## src/rtl/mem_port_arbiter_pkg.sv

```systemverilog
// Shared types and default sizing for the memory-port arbiter slice.
// The ARB_ROUND_ROBIN_EN macro (see arb_pick) selects round-robin contention.
package mem_arb_pkg;

  typedef enum logic {
    IDLE,
    EXT_LOCK
  } arb_state_e;

  typedef enum logic {
    OWN_CPU,
    OWN_EXT
  } owner_e;

  localparam int unsigned DEF_WIDTH    = 16;
  localparam int unsigned DEF_MAX_HOLD = 8;

endpackage

```

## src/rtl/mem_port_arbiter_if.sv

```systemverilog
// CPU, EXT and data-memory signal bundle for mem_port_arbiter.
// The slave modport is the arbiter's view; master is the requester/memory side.
interface mem_port_arbiter_if #(
  parameter int unsigned WIDTH = 16
);
  logic             cpu_req;
  logic             cpu_we;
  logic [WIDTH-1:0] cpu_adr;
  logic [WIDTH-1:0] cpu_wdata;
  logic             cpu_gnt;
  logic             cpu_rvalid;
  logic [WIDTH-1:0] cpu_rdata;

  logic             ext_req;
  logic             ext_we;
  logic [WIDTH-1:0] ext_adr;
  logic [WIDTH-1:0] ext_wdata;
  logic             ext_lock;
  logic             ext_gnt;
  logic             ext_rvalid;
  logic [WIDTH-1:0] ext_rdata;

  logic [WIDTH-1:0] mem_adr;
  logic [WIDTH-1:0] mem_wd;
  logic             mem_read;
  logic             mem_write;
  logic [WIDTH-1:0] mem_rdata;

  modport slave (
    input  cpu_req, cpu_we, cpu_adr, cpu_wdata,
    output cpu_gnt, cpu_rvalid, cpu_rdata,
    input  ext_req, ext_we, ext_adr, ext_wdata, ext_lock,
    output ext_gnt, ext_rvalid, ext_rdata,
    output mem_adr, mem_wd, mem_read, mem_write,
    input  mem_rdata
  );

  modport master (
    output cpu_req, cpu_we, cpu_adr, cpu_wdata,
    input  cpu_gnt, cpu_rvalid, cpu_rdata,
    output ext_req, ext_we, ext_adr, ext_wdata, ext_lock,
    input  ext_gnt, ext_rvalid, ext_rdata,
    input  mem_adr, mem_wd, mem_read, mem_write,
    output mem_rdata
  );
endinterface

```

## src/rtl/mem_port_arbiter_pick.sv

```systemverilog
// Two-input picker: sole requester wins; on contention the CPU wins, or with
// ARB_ROUND_ROBIN_EN defined, whichever requester is not last_winner.
module arb_pick
  import mem_arb_pkg::*;
(
  input  logic   cpu_req_i,
  input  logic   ext_req_i,
  input  owner_e last_winner_i,
  output logic   cpu_pick_o,
  output logic   ext_pick_o
);

`ifdef ARB_ROUND_ROBIN_EN
  localparam bit RR_EN = 1'b1;
`else
  localparam bit RR_EN = 1'b0;
`endif

  logic cpu_wins;

  always_comb begin
    cpu_wins   = !RR_EN || (last_winner_i == OWN_EXT);
    cpu_pick_o = cpu_req_i && (!ext_req_i || cpu_wins);
    ext_pick_o = ext_req_i && (!cpu_req_i || !cpu_wins);
  end

endmodule

```

## src/rtl/mem_port_arbiter.sv

```systemverilog
// Arbitrates a CPU and an EXT (loader/debug) requester onto one single-port
// data memory, with EXT burst locking bounded by MAX_HOLD while the CPU waits.
module mem_port_arbiter
  import mem_arb_pkg::*;
#(
  parameter int unsigned WIDTH    = DEF_WIDTH,
  parameter int unsigned MAX_HOLD = DEF_MAX_HOLD
) (
  input logic               clk,
  input logic               rst,
  mem_port_arbiter_if.slave bus
);

  localparam int unsigned HW = $clog2(MAX_HOLD + 1);

  arb_state_e       state_q, state_d;
  logic [HW-1:0]    hold_q, hold_d;
  owner_e           last_winner_q;
  logic             pick_cpu, pick_ext;
  logic             cpu_gnt, ext_gnt, hold_full;
  logic             cpu_rvalid_q, ext_rvalid_q;
  logic [WIDTH-1:0] cpu_rdata_q, ext_rdata_q;

  arb_pick u_pick (
    .cpu_req_i     (bus.cpu_req),
    .ext_req_i     (bus.ext_req),
    .last_winner_i (last_winner_q),
    .cpu_pick_o    (pick_cpu),
    .ext_pick_o    (pick_ext)
  );

  assign hold_full = (hold_q == HW'(MAX_HOLD));

  always_comb begin
    cpu_gnt = 1'b0;
    ext_gnt = 1'b0;
    state_d = state_q;
    hold_d  = hold_q;
    unique case (state_q)
      IDLE: begin
        cpu_gnt = pick_cpu;
        ext_gnt = pick_ext;
        if (pick_ext && bus.ext_lock) begin
          state_d = EXT_LOCK;
          hold_d  = HW'(1);
        end else begin
          hold_d  = '0;
        end
      end
      EXT_LOCK: begin
        if (hold_full && bus.cpu_req) begin
          cpu_gnt = 1'b1;
          state_d = IDLE;
          hold_d  = '0;
        end else if (bus.ext_req && bus.ext_lock) begin
          ext_gnt = 1'b1;
          hold_d  = hold_full ? hold_q : hold_q + HW'(1);
        end else begin
          // Lock dropped: EXT gets nothing this cycle, so a CPU request is sole.
          cpu_gnt = bus.cpu_req;
          state_d = IDLE;
          hold_d  = '0;
        end
      end
      default: begin
        state_d = IDLE;
        hold_d  = '0;
      end
    endcase
    if (rst) begin
      cpu_gnt = 1'b0;
      ext_gnt = 1'b0;
    end
  end

  always_ff @(posedge clk) begin
    if (rst) begin
      state_q       <= IDLE;
      hold_q        <= '0;
      last_winner_q <= OWN_EXT;
      cpu_rvalid_q  <= 1'b0;
      ext_rvalid_q  <= 1'b0;
      cpu_rdata_q   <= '0;
      ext_rdata_q   <= '0;
    end else begin
      state_q      <= state_d;
      hold_q       <= hold_d;
      cpu_rvalid_q <= cpu_gnt && !bus.cpu_we;
      ext_rvalid_q <= ext_gnt && !bus.ext_we;
      if (cpu_gnt) last_winner_q <= OWN_CPU;
      else if (ext_gnt) last_winner_q <= OWN_EXT;
      if (cpu_gnt && !bus.cpu_we) cpu_rdata_q <= bus.mem_rdata;
      if (ext_gnt && !bus.ext_we) ext_rdata_q <= bus.mem_rdata;
    end
  end

  always_comb begin
    bus.cpu_gnt    = cpu_gnt;
    bus.ext_gnt    = ext_gnt;
    bus.cpu_rvalid = cpu_rvalid_q;
    bus.ext_rvalid = ext_rvalid_q;
    bus.cpu_rdata  = cpu_rdata_q;
    bus.ext_rdata  = ext_rdata_q;
    bus.mem_adr    = '0;
    bus.mem_wd     = '0;
    if (cpu_gnt) begin
      bus.mem_adr = bus.cpu_adr;
      bus.mem_wd  = bus.cpu_wdata;
    end else if (ext_gnt) begin
      bus.mem_adr = bus.ext_adr;
      bus.mem_wd  = bus.ext_wdata;
    end
    bus.mem_read  = (cpu_gnt && !bus.cpu_we) || (ext_gnt && !bus.ext_we);
    bus.mem_write = (cpu_gnt && bus.cpu_we) || (ext_gnt && bus.ext_we);
  end

endmodule
```

## src/flat_wrapper.sv

```systemverilog
// flat-port wrapper written by rule: the top's interface ports become plain ports
module mem_port_arbiter_flat import mem_arb_pkg::*;
#(
  parameter int unsigned WIDTH    = DEF_WIDTH,
  parameter int unsigned MAX_HOLD = DEF_MAX_HOLD
)
  (clk, rst, bus_cpu_req, bus_cpu_we, bus_cpu_adr, bus_cpu_wdata, bus_cpu_gnt, bus_cpu_rvalid, bus_cpu_rdata, bus_ext_req, bus_ext_we, bus_ext_adr, bus_ext_wdata, bus_ext_lock, bus_ext_gnt, bus_ext_rvalid, bus_ext_rdata, bus_mem_adr, bus_mem_wd, bus_mem_read, bus_mem_write, bus_mem_rdata);
  mem_port_arbiter_if #(.WIDTH(WIDTH)) bus_i ();
  input logic clk;
  input logic rst;
  input wire logic [$bits(bus_i.cpu_req)-1:0] bus_cpu_req;
  input wire logic [$bits(bus_i.cpu_we)-1:0] bus_cpu_we;
  input wire logic [$bits(bus_i.cpu_adr)-1:0] bus_cpu_adr;
  input wire logic [$bits(bus_i.cpu_wdata)-1:0] bus_cpu_wdata;
  output wire logic [$bits(bus_i.cpu_gnt)-1:0] bus_cpu_gnt;
  output wire logic [$bits(bus_i.cpu_rvalid)-1:0] bus_cpu_rvalid;
  output wire logic [$bits(bus_i.cpu_rdata)-1:0] bus_cpu_rdata;
  input wire logic [$bits(bus_i.ext_req)-1:0] bus_ext_req;
  input wire logic [$bits(bus_i.ext_we)-1:0] bus_ext_we;
  input wire logic [$bits(bus_i.ext_adr)-1:0] bus_ext_adr;
  input wire logic [$bits(bus_i.ext_wdata)-1:0] bus_ext_wdata;
  input wire logic [$bits(bus_i.ext_lock)-1:0] bus_ext_lock;
  output wire logic [$bits(bus_i.ext_gnt)-1:0] bus_ext_gnt;
  output wire logic [$bits(bus_i.ext_rvalid)-1:0] bus_ext_rvalid;
  output wire logic [$bits(bus_i.ext_rdata)-1:0] bus_ext_rdata;
  output wire logic [$bits(bus_i.mem_adr)-1:0] bus_mem_adr;
  output wire logic [$bits(bus_i.mem_wd)-1:0] bus_mem_wd;
  output wire logic [$bits(bus_i.mem_read)-1:0] bus_mem_read;
  output wire logic [$bits(bus_i.mem_write)-1:0] bus_mem_write;
  input wire logic [$bits(bus_i.mem_rdata)-1:0] bus_mem_rdata;
  assign bus_i.cpu_req = bus_cpu_req;
  assign bus_i.cpu_we = bus_cpu_we;
  assign bus_i.cpu_adr = bus_cpu_adr;
  assign bus_i.cpu_wdata = bus_cpu_wdata;
  assign bus_cpu_gnt = bus_i.cpu_gnt;
  assign bus_cpu_rvalid = bus_i.cpu_rvalid;
  assign bus_cpu_rdata = bus_i.cpu_rdata;
  assign bus_i.ext_req = bus_ext_req;
  assign bus_i.ext_we = bus_ext_we;
  assign bus_i.ext_adr = bus_ext_adr;
  assign bus_i.ext_wdata = bus_ext_wdata;
  assign bus_i.ext_lock = bus_ext_lock;
  assign bus_ext_gnt = bus_i.ext_gnt;
  assign bus_ext_rvalid = bus_i.ext_rvalid;
  assign bus_ext_rdata = bus_i.ext_rdata;
  assign bus_mem_adr = bus_i.mem_adr;
  assign bus_mem_wd = bus_i.mem_wd;
  assign bus_mem_read = bus_i.mem_read;
  assign bus_mem_write = bus_i.mem_write;
  assign bus_i.mem_rdata = bus_mem_rdata;
  mem_port_arbiter #(.WIDTH(WIDTH), .MAX_HOLD(MAX_HOLD)) u_core (.clk(clk), .rst(rst), .bus(bus_i));
endmodule
```

## config.mk

```make
export PLATFORM = sky130hd
export DESIGN_NAME = mem_port_arbiter_flat
export DESIGN_NICKNAME = d
export VERILOG_FILES = /design/src/rtl/mem_port_arbiter_pkg.sv /design/src/rtl/mem_port_arbiter_if.sv /design/src/rtl/mem_port_arbiter_pick.sv /design/src/rtl/mem_port_arbiter.sv /design/src/flat_wrapper.sv
export SDC_FILE = /design/constraint.sdc
export NUM_CORES = 1
export LEC_CHECK = 0
export CAP_MARGIN = 20
export CORE_MARGIN = 8
export CORE_UTILIZATION = 32
export CTS_CLUSTER_DIAMETER = 30
export CTS_CLUSTER_SIZE = 14
export DETAILED_ROUTE_END_ITERATION = 8
export GPL_ROUTABILITY_DRIVEN = 0
export GPL_TIMING_DRIVEN = 1
export PLACE_DENSITY = 0.77
export SLEW_MARGIN = 20
export SYNTH_ARGS = -nofsm -noshare
export SYNTH_HDL_FRONTEND = slang
export SYNTH_SLANG_ARGS = --single-unit
```

## constraint.sdc

```tcl
create_clock -name clk -period 2.2 [get_ports clk]
set_clock_uncertainty 0.1 [all_clocks]
set_input_delay 0.44 -clock clk [delete_from_list [all_inputs] [get_ports clk]]
set_output_delay 0.44 -clock clk [all_outputs]
set_load 0.005 [all_outputs]
```

; ---- Yosys cells after proc, flatten, opt, wreduce, memory -nomap -nowiden
; Cells that the tools add are included.
[word_totals]
ff_bits = 39
input_bits = 87
output_inout_bits = 70
word_cells = 42
[op_classes]
addsub = 1
eq_ne = 2
mux = 19
bitwise = 1
reduce_logical = 13
[op_table]
columns = op, count
row1 = $mux 16, 4
row2 = $mux 4, 3
row3 = $logic_and 1x1->1, 8
row4 = $mux 1, 8
row5 = $pmux 4 s2, 1
row6 = $pmux 1 s2, 3
row7 = $add 4x1->4 const B, 1
row8 = $eq 4x4->1 const B, 1
row9 = $ne 4x4->1 const B, 1
row10 = $logic_not 1->1, 3
row11 = $logic_or 1x1->1, 2
row12 = $not 1->1, 1

; ---- Depth between registers and ports, before layout
[logic_depth]
ltp_word = 7
mapped_depth = 7
ltp_nobuf = 5

; ---- By module
; A second synthesis with hierarchy kept.
[unflattened]
hier_cells = 182
hier_area_um2 = 2008.2
[modules_own_cells]
columns = module, instances, cells_each, area_each_um2, seq_area_each_um2
row1 = mem_port_arbiter, 1, 180, 1986.9, 800.8
row2 = arb_pick, 1, 2, 21.3, 0.0

; ---- Least setup slack after synthesis
; OpenSTA, ideal clock, no wires.
[synth_timing]
kind = register to output
startpoint = reg u_core.hold_q[0]
endpoint = out bus_mem_adr[10]
arrival_ns = 1.506
required_time_ns = 1.660
slack_ns = 0.154
path_stages_with_launch = 7
n_path_buf = 1
cell_sequence = dfxtp_1 -> inv_1 -> ha_1 -> nand3b_1 -> a21oi_1 -> clkbuf_1 -> a22o_1
[synth_via]
elab_chain_len = 7
word_cells_on_any_way = 10
cone_classes = eq/ne (1) / mux (8) / reduce/logical (1)
[synth_lines]
columns = element, line
row1 = "start, declared", mem_port_arbiter.sv:17  ; logic [HW-1:0] hold_q, hold_d;
row2 = "start signal, assigned", mem_port_arbiter.sv:87  ; hold_q <= hold_d;
row3 = $eq 4x4->1 *, mem_port_arbiter.sv:32  ; assign hold_full = (hold_q == HW'(MAX_HOLD));
row4 = $logic_and 1x1->1 *, mem_port_arbiter.sv:51  ; if (hold_full && bus.cpu_req) begin
row5 = $mux 1, mem_port_arbiter.sv:51
row6 = $pmux 1 s2, mem_port_arbiter.sv:39  ; unique case (state_q)
row7 = $mux 1, mem_port_arbiter.sv:70  ; if (rst) begin
row8 = $mux 16, mem_port_arbiter.sv:109  ; end else if (ext_gnt) begin
row9 = $mux 16 *, mem_port_arbiter.sv:106  ; if (cpu_gnt) begin
row10 = "end, declared", flat_wrapper.sv:26  ; output wire logic [$bits(bus_i.mem_adr)-1:0] bus_mem_adr;
; Every way passes the cells marked *; elsewhere a longest branch is shown, timed or not.

; ---- Worst setup path after layout
[layout_timing]
startpoint = in bus_cpu_req
endpoint = out bus_mem_wd[15]
[layout_via]
elab_chain_len = 6
word_cells_on_any_way = 12
cone_classes = mux (9) / reduce/logical (3)
[layout_lines]
columns = element, line
row1 = "start, declared", flat_wrapper.sv:11  ; input wire logic [$bits(bus_i.cpu_req)-1:0] bus_cpu_req;
row2 = $logic_and 1x1->1 / $logic_not 1->1 (equally long branches), "mem_port_arbiter.sv:51, mem_port_arbiter_pick.sv:24"
row3 = $mux 1 / $logic_and 1x1->1 (equally long branches), "mem_port_arbiter.sv:51, mem_port_arbiter_pick.sv:24"
row4 = $pmux 1 s2, mem_port_arbiter.sv:39
row5 = $mux 1, mem_port_arbiter.sv:70
row6 = $mux 16, mem_port_arbiter.sv:109
row7 = $mux 16 *, mem_port_arbiter.sv:106
row8 = "end, declared", flat_wrapper.sv:27  ; output wire logic [$bits(bus_i.mem_wd)-1:0] bus_mem_wd;
; Marks and branches as above.

==> summary.txt <==
Run status
  • Status: complete, but fails checks
  • Failing checks: negative setup slack

Yosys
  • Synth Warn #: 0
  • Seq/Total Area, Yosys: around 42%
  • Synth top area cells: dfxtp_1 (42%), a22o_1 (16%), a32o_1 (8.6%)
  • Cells after Synth: between 150 and 200
  • Mapped Area: about 0.0019 mm²
  • Async set-reset flop share out of synthesis: 0%
  • Mapped Avg Cell Area: 10.91 µm²
  • Primary FF master, synth: dfxtp_1
  • Share of the synthesized area in the top cell type: around 42%
  • Synth Net Count: 259
  • Flop and latch count out of synthesis: 39
  • Netlist cell types: 33
  • Number of synthesized flops with an enable pin: 0
  • Largest area contributor in the netlist: dfxtp_1

Cells and area
  • Nets: roughly 460
  • Ant diodes: 0
  • Final Cell Area: 0.004056 mm²
  • Area Growth Syn to Fin: 118.6%
  • Fill cell count: ~400
  • Final core occ: between 70% and 80%
  • Layout cells sized above 1: around a third

STA
  • Tcrit/Tclk final: 111.4%
  • Rel. slew slack: between 80% and 90%
  • Endpoints failing setup: 35
  • Hold Slack: 366.0 ps
  • Max Slew Vio Count: 0
  • Final worst slack: -251.2 ps
  • Unrepaired setup endpoints after global routing: true
  • Peak Freq: roughly 0.4 GHz
  • Worst-Margin Slew: 240.5 ps
  • Minimum clock period: about 2500 ps
  • Final hold violation count: 0

Clock network
  • # hold bufs at CTS: 0
  • Sink Count: 39
  • Clock root buffer: clkbuf_8
  • Latest clock arrival within the worst-skew pair: roughly 290 ps
  • H-Tree Depth: 2
  • CTS tree: built
  • Maximum root-to-sink buffer count: 2
  • TritonCTS Buffers: 5
  • Worst-path clk slew: 70 ps

Drt
  • Vias/cell: roughly 5.2
  • Drt drc: 0
  • DR iter-0 viols: 67
  • WL/cell: around 21 µm
  • Post-DRT Antenna Nets: 0
  • Vias: roughly 2,300
  • Final wirelength: roughly 9 mm
  • Drt first pass iters: 4

Placed design
  • Port Buffers: 156
  • Setup WS pre-CTS: -784.0 ps
  • Final HPWL from detailed placement: ~6.6 mm
  • Post-placement cell area: between 0.003 and 0.004 mm²

Die
  • Core ar.: around 0.0055 mm²
  • Chip Width: 92.15 µm
  • Full die area: 0.008492 mm²
  • Ports: 157
  • Starting Density: roughly 33%
  • Die height: between 90 and 100 µm
  • Rows: 27

Global routing
  • Total gr overflow: 0
  • Number of global-route vias before repair: 2,427
  • Initial antenna violation count: 0
  • Largest net degree at the start of global routing: 18
  • First-pass GRT wire length: ~14 mm
  • Global-route usage over all layers: about a fifth

Power and ir drop
  • Worst VDD drop: ~0.00052 V
  • Leak pwr: roughly 0.0017 µW
  • Pwr Density: 467.7 mW/mm²
  • Total power: between 1500 and 2000 µW

Worst setup path
  • Critical Path AT: between 1500 and 2000 ps
  • Crit path required time: 1660 ps
  • Startpoint Class: input pin
  • CP Class: input pin to primary output
  • CP Capture Type: primary output
  • CP Max Fanout: 5

Flow run
  • Max-cap violations: 0

Worst hold path
  • Min-Delay Path Class: flop to flop
==> path summary, 6_finish.rpt <==
| path | from | endpoint | slack (ps) | cells after the start |
|---|---|---|---|---|
| max reg2reg | u_core.hold_q[1] | u_core.bus.ext_rdata[1] | 70 | 11 |
| max | bus_cpu_req | bus_mem_wd[15] | -250 | 8 |
| min | u_core.bus.ext_rdata[4] | u_core.bus.ext_rdata[4] | 370 | 1 |
| min reg2reg | u_core.bus.ext_rdata[4] | u_core.bus.ext_rdata[4] | 370 | 1 |
==> synthesized netlist by cell type, types with 2 or more instances <==
master	count
clkbuf_1	5
mux2_2	11
nand2_1	2
buf_6	2
nor3_1	3
a211o_1	2
dfxtp_1	39
nand2b_1	2
inv_1	4
mux2_1	5
ha_1	2
nand4b_1	2
a22o_1	33
a21oi_1	2
nand3b_1	2
a32o_1	16
buf_2	6
nor2b_1	17
==> area by class of cell <==
class	count	area [µm²]	share of cell area, %
repair buffers	203	2028	50.00
multi-input cells	112	1017	25.08
clock inverters	2	35.03	0.8637
flip-flops and latches	39	784.5	19.34
clock buffers	6	82.58	2.036
well taps	72	90.09	2.221
inverters	5	18.77	0.4627
==> registers in the layout (all words and copies together) (netlist names) <==
signal and cells:
u_core.bus.cpu_rvalid 1, u_core.bus.cpu_rdata 16, u_core.state_q 1, u_core.bus.ext_rdata 16, u_core.bus.ext_rvalid 1, u_core.hold_q 4
==> stage by stage <==
stage	setup TNS (ps)	instances
after global routing	-8734	439
final	-6383	439
after global placement	-31730	407
after floorplan	0	170
after CTS	-7812	436
after detailed placement	-32190	407
==> placed cells by master (no fill, tap or decap), drive strengths merged, types with 3 or more instances in the layout <==
cell           netlist  final
buf                  9     76
inv                  4      4
a22o                33     33
dfxtp               39     39
nor2b               17     17
a32o                16     16
clkdlybuf4s50        0    116
nor3                 3      3
mux2                16     16
clkbuf               5     10
clkdlybuf4s15        0      4
==> power by group <==
part           leakage (µW)  switching [µW]  internal (µW)
registers          0.000319            13.5            735
clock network     0.0000612             250            367
logic               0.00135             173            358
total               0.00173             437           1460
==> kinds of logic (layout without fill, tap and decap cells) <==
family | Yosys count | in the layout | synth area share, %
buf+inv | 19 | 216 | 5.259
simple gates | 35 | 35 | 12.41
xor+xnor | 2 | 2 | 0.9442
mux | 16 | 16 | 9.710
flops | 39 | 39 | 42.08
compound gates | 57 | 57 | 28.25
fa+ha+maj | 2 | 2 | 1.348
==> layer usage <==
metal | GRT usage [%] | part of all wire (%)
met3 | 6.764 | 8.9
met4 | 6.443 | 1.6
met2 | 37.72 | 51
met1 | 20.75 | 38
met5 | 0 | 0
==> repair_timing <==
action                                  4_1_cts  5_1_grt
endpoints found under the setup margin       36       52
buffers inserted                             14        3
cloned                                        7        1
pin swaps                                    37       10
gates resized for setup                     161       16
==> critical path, stage by stage <==
cell and delay [ps]:
clkdlybuf4s15_2 190, or4b_4 530, o21ai_4 110, buf_12 140, buf_8 110, buf_16 110
a22o_1 160, buf_6 110
Note: power is estimated with default switching activity, not from simulation.
